**config.mk**
```make
export PLATFORM = sky130hd
export DESIGN_NAME = data_mem_rv
export DESIGN_NICKNAME = d
export VERILOG_FILES = /design/src/rtl/data_mem_rv.sv
export SDC_FILE = /design/constraint.sdc
export NUM_CORES = 2
export LEC_CHECK = 0
export BUFFER_PORTS_ARGS = -buffer_cell sky130_fd_sc_hd__buf_2
export CAP_MARGIN = 10
export CORE_MARGIN = 10
export CORE_UTILIZATION = 45
export CTS_CLUSTER_SIZE = 8
export DETAILED_ROUTE_END_ITERATION = 8
export MAX_ROUTING_LAYER = met4
export SYNTH_ARGS = -nofsm -noshare
export SYNTH_HDL_FRONTEND = slang
export SYNTH_SLANG_ARGS = --single-unit
```
**constraint.sdc**
```tcl
create_clock -name clk -period 4.8 [get_ports clk]
set_input_delay 0.24 -clock clk [delete_from_list [all_inputs] [get_ports clk]]
set_output_delay 0.24 -clock clk [all_outputs]
set_load 0.01 [all_outputs]
```
**src/rtl/data_mem_rv.sv**
```systemverilog
// Byte-addressable RISC-V data memory with valid/ready requests, fixed-latency responses,
// access error flagging and a post-reset clear sweep of the whole array.
module data_mem_rv #(
  parameter int unsigned            ADDR_WIDTH   = 32,
  parameter int unsigned            DEPTH        = 64,
  parameter logic [ADDR_WIDTH-1:0]  BASE_ADDR    = 32'h0000_0400,
  parameter int unsigned            READ_LATENCY = 1
) (
  input  logic                  clk,
  input  logic                  reset,
  input  logic                  req_valid,
  output logic                  req_ready,
  input  logic                  req_we,
  input  logic [2:0]            req_funct3,
  input  logic [ADDR_WIDTH-1:0] req_addr,
  input  logic [31:0]           req_wdata,
  output logic                  rsp_valid,
  output logic [31:0]           rsp_rdata,
  output logic                  rsp_err,
  output logic                  init_busy
);

  localparam int unsigned IdxW = $clog2(DEPTH);
  localparam logic [ADDR_WIDTH-1:0] WinBytes = ADDR_WIDTH'(4 * DEPTH);

  typedef enum logic {StInit, StRun} state_e;

  state_e          state_q, state_d;
  logic [IdxW-1:0] cnt_q, cnt_d;
  logic [31:0]     mem [DEPTH];

  logic [ADDR_WIDTH-1:0] off;
  logic [IdxW-1:0]       idx;
  logic [1:0]            lane;
  logic                  in_win, legal_f3, misal, err, accept, do_write;
  logic [3:0]            be;
  logic [31:0]           wdata_rep, word, shifted, load_val, rdata_d;

  assign req_ready = (state_q == StRun);
  assign init_busy = (state_q == StInit);
  assign accept    = req_valid && req_ready;

  assign off    = req_addr - BASE_ADDR;
  assign idx    = off[IdxW+1:2];
  assign lane   = req_addr[1:0];
  assign in_win = (req_addr >= BASE_ADDR) && (off < WinBytes);

  always_comb begin
    legal_f3 = 1'b0;
    misal    = 1'b0;
    be       = 4'b1111;
    wdata_rep = req_wdata;
    if (req_we) legal_f3 = (req_funct3 <= 3'd2);
    else        legal_f3 = req_funct3 inside {3'd0, 3'd1, 3'd2, 3'd4, 3'd5};
    unique case (req_funct3[1:0])
      2'b00: begin
        be        = 4'b0001 << lane;
        wdata_rep = {4{req_wdata[7:0]}};
      end
      2'b01: begin
        misal     = lane[0];
        be        = 4'b0011 << lane;
        wdata_rep = {2{req_wdata[15:0]}};
      end
      default: misal = (lane != 2'b00);
    endcase
  end

  assign err = !in_win || !legal_f3 || misal;
  // A store racing a reset edge must not land in the array.
  assign do_write = accept && req_we && !err && !reset;

  assign word    = mem[idx];
  assign shifted = word >> {lane, 3'b000};

  always_comb begin
    load_val = '0;
    unique case (req_funct3)
      3'd0:    load_val = {{24{shifted[7]}}, shifted[7:0]};
      3'd1:    load_val = {{16{shifted[15]}}, shifted[15:0]};
      3'd2:    load_val = word;
      3'd4:    load_val = {24'd0, shifted[7:0]};
      3'd5:    load_val = {16'd0, shifted[15:0]};
      default: load_val = '0;
    endcase
  end

  assign rdata_d = (req_we || err) ? '0 : load_val;

  always_comb begin
    state_d = state_q;
    cnt_d   = cnt_q;
    if (state_q == StInit) begin
      cnt_d = cnt_q + IdxW'(1);
      if (cnt_q == IdxW'(DEPTH - 1)) state_d = StRun;
    end
  end

  always_ff @(posedge clk) begin
    if (reset) begin
      state_q <= StInit;
      cnt_q   <= '0;
    end else begin
      state_q <= state_d;
      cnt_q   <= cnt_d;
    end
  end

  always_ff @(posedge clk) begin
    if (!reset) begin
      if (state_q == StInit) begin
        mem[cnt_q] <= '0;
      end else if (do_write) begin
        for (int b = 0; b < 4; b++) begin
          if (be[b]) mem[idx][8*b +: 8] <= wdata_rep[8*b +: 8];
        end
      end
    end
  end

  logic        s1_valid_q, s1_err_q;
  logic [31:0] s1_rdata_q;

  always_ff @(posedge clk) begin
    if (reset) begin
      s1_valid_q <= 1'b0;
      s1_err_q   <= 1'b0;
      s1_rdata_q <= '0;
    end else begin
      s1_valid_q <= accept;
      s1_err_q   <= accept && err;
      s1_rdata_q <= accept ? rdata_d : '0;
    end
  end

  if (READ_LATENCY == 2) begin : g_lat2
    logic        s2_valid_q, s2_err_q;
    logic [31:0] s2_rdata_q;

    always_ff @(posedge clk) begin
      if (reset) begin
        s2_valid_q <= 1'b0;
        s2_err_q   <= 1'b0;
        s2_rdata_q <= '0;
      end else begin
        s2_valid_q <= s1_valid_q;
        s2_err_q   <= s1_err_q;
        s2_rdata_q <= s1_rdata_q;
      end
    end

    assign rsp_valid = s2_valid_q;
    assign rsp_err   = s2_err_q;
    assign rsp_rdata = s2_rdata_q;
  end else begin : g_lat1
    assign rsp_valid = s1_valid_q;
    assign rsp_err   = s1_err_q;
    assign rsp_rdata = s1_rdata_q;
  end

endmodule

```
==> reports/metrics.yaml <==
outcome: "finished, final reports clean"
grt_start_max_net_pins: 84
drcViolationCount: 0
r2r_start: "req_ready$_SDFF_PP0_"
synthDominantCellAreaShare_pct: 74.5
utilization_pct: 52.0
root_buffer: "clkbuf_16"
initial_core_util_pct: 45.2
firstDrtPassIters: 5
rsz0062_at_grt: "false"
fin_cells: 7019
synthMuxAreaShare_pct: 15.1
die_h_um: 448
core.rowCount: 157
finalSetupTns_ps: 0
via_count: 43762
dieArea_sq_um: 201000
min_period_ps: 4490
ys_seq_elements: 2089
htree_levels: 5
wl_per_cell_um: 32.2
synth-xor-area-share_pct: 0.0531
yosysTopAreaCell: "edfxtp_1"
cts_sinks: 2089
setup_viol: 0
cpMostUsedCell: "dlygate4sd3_1"
grt-ovfl-total: 0
p_leak_uw: 0.0290
gp_congestion: 0.908
grt_pass1_wl_um: 324000
drtIter0Drc: 5212
synth_fa_ha_area_share_pct: 0.0152
grt_pass1_vias: 43625
report.final.hold_viol_count: 0
synth_nets: 4292
cts_buffer_depth: 4
cts_buffers: 311
power.density_nw_per_um2: 424
yosys.area_share.simple_pct: 2.98
ys_async_sr_fraction_pct: 0
vias_per_cell: 6.23
postRouteAntennaNets: 0
yosysWarnings: 0
track_usage_pct: 22.9
hold_class: "in -> reg"
period_share_pct: 93.6
netlist_instances: 4220
core_sq_um: 183000
drive_gt1_share_pct: 23.5
min_from: "req_wdata[12]"
synth-compound-area-share_pct: 4.43
critPathSlowestCell: "nor2_1"
wl_um: 226000
setup_ws_ps: 308
cp-end-kind: "flop"
dp_slack_ps: 547
path_clk_slew_ps: 50
antenna_found_initial: 3
crit_fanout: 16
setup.worst_path.class: "in -> reg"
synth-main-ff-cell: "edfxtp_1"
vdd.ir_drop.worst_mv: 0.436
hpwl_um: 142000
synth_edf_count: 2048
critPathArrivalTime_ps: 4960
crit_chain: "dlygate4sd3_1 -> buf_2 -> nor4_1 -> dlygate4sd3_1 -> nand4_1 -> dlygate4sd3_1 -> nor3_1 -> nand3_1 -> mux2i_1 -> nand2_2 -> buf_12 -> nor2_1"
maxCapViolations: 0
required_ps: 5270
start_kind: "input port"
clock_skew_ps: 69.6
worstMarginPinSlew_ps: 1150
avgSynthCellArea_sq_um: 19.6
slew_violations: 0
die_w_um: 448
ys_types: 70
clk_latency_ps: 910
slew_headroom_pct: 22.6
fin_nets: 4658
synthTopCellsByArea: "edfxtp_1 (75%), mux4_2 (9.6%), mux2i_1 (4.8%)"
syn2layout_area_growth_pct: 15.0
fmax_ghz: 0.223
slowest_delay_ps: 620
post-cts-setup-buffer-count: 0
dp_cells: 6643
ioPinCount: 107
ys_seq_area_share_pct: 75.5
synthesis.area_sq_um: 82500
port_buffers: 106
synth_top_family_by_area: "multiplexers"
critPathLaunch: "req_addr[19]"
cts_tree: "done"
per-stage QoR:
step | total power [uW] | hold slack, ps | instance area (sq um)
after floorplan | 21100 | 434 | 82500
after global placement | 21700 | 546 | 86600
after detailed placement | 21700 | 547 | 86600
after CTS | 40500 | 15.3 | 94900
after global routing | 41300 | 56.3 | 94900
final | 40200 | 43.2 | 94900
layout by cell type (no fill, tap or decap), types with 8 or more instances in the layout:
cell type      synthesis  final
clkbuf_1              96     32
nand2_1               92     83
nor4_1                16     15
a221oi_1               8      8
mux4_2               350    350
nor2_1               326    309
a2bb2oi_1              8      8
o221a_2               12     12
nor2b_1               16     15
dfxtp_1               41     41
mux2_2                30     30
a22oi_1               17     17
buf_12                 1     25
o21a_1                 9      9
o22ai_1               95     95
clkbuf_16              0    318
mux4_1                10     10
a21oi_4                0      8
dlygate4sd3_1          0     15
a21oi_1               95     87
nor2_4                 0     17
buf_2                 47    102
nand2b_1              11      9
nand3_1               15     15
buf_4                 41    171
nor3_1                53     53
o221ai_1             159    159
mux2i_1              399    399
edfxtp_1            2048   2048
and3_2                 0      8
o21ai_0               25     25
nand2_2                0      8
synthesized netlist by cell type, drive strengths merged, types with 6 or more instances:
cell type	n
o221a	12
nor2	326
o31ai	6
mux2i	399
and3	10
o21ai	26
nor2b	16
nand2b	11
o22ai	95
a2bb2oi	9
mux4	360
dfxtp	41
a211oi	7
buf	168
nor4	17
a31o	7
clkbuf	96
o32ai	6
a21oi	95
o21a	9
nor3	53
nand3b	6
a22oi	17
o221ai	159
a221oi	8
nand2	92
mux2	30
edfxtp	2048
nand3	15
what timing repair did:
item / in CTS / in global routing
gates resized for setup: 0 / 0
hold buffers: 15 / 0
hold endpoints to repair: 45 / 0
critical path, delay by kind of cell:
family        cells  cell delay [ps]
simple gates      6             1950
buf+inv           5             2150
mux               1              580
layout make-up:
class	instances	area, sq um
fillers	14337	87800
flip-flops and latches	2089	62300
multi-input cells	1861	18900
clock buffers	350	8080
well taps	2385	2980
repair buffers	317	2500
clock inverters	8	68.8
inverters	6	22.5
diodes	3	7.51
where the power goes:
part	switching, uW	total, uW	internal, uW	leakage (uW)
registers	17.6	19900	19800	0.0175
clock network	7170	18800	11600	0.00399
logic	1050	1550	502	0.00752
total	8230	40200	32000	0.0290
sequential cells by signal, indices dropped and copies added, names as in the netlist:
signal,flops
rsp_rdata,32
rsp_err,1
rsp_valid,1
cnt_q,6
req_ready,1
mem,2048
path summary, 6_finish.rpt:
kind,slack (ps),cells past startpoint,endpoint
max,310,12,mem[61][9]$_DFFE_PP_
min,40,3,mem[44][12]$_DFFE_PP_
max reg2reg,820,8,mem[61][9]$_DFFE_PP_
min reg2reg,570,2,cnt_q[1]$_SDFFE_PP0N_
metal layers:
layer	vias to the layer above	part of all wire (%)	track usage, %
li1	18151	-	-
met1	23161	41	30.9
met2	2035	48	35.2
met3	415	7.2	3.80
met4	0	4.0	8.76
met5	-	0	-
cell families after synthesis:
kind of cell,after synthesis
and+or+nand+nor,569
muxes,789
DFF,2089
buffers and inverters,270
xor gates and xnor gates,5
AOI/OAI and AO/OA,497
adders and majority gates,1
(Power assumes the default switching activity.)
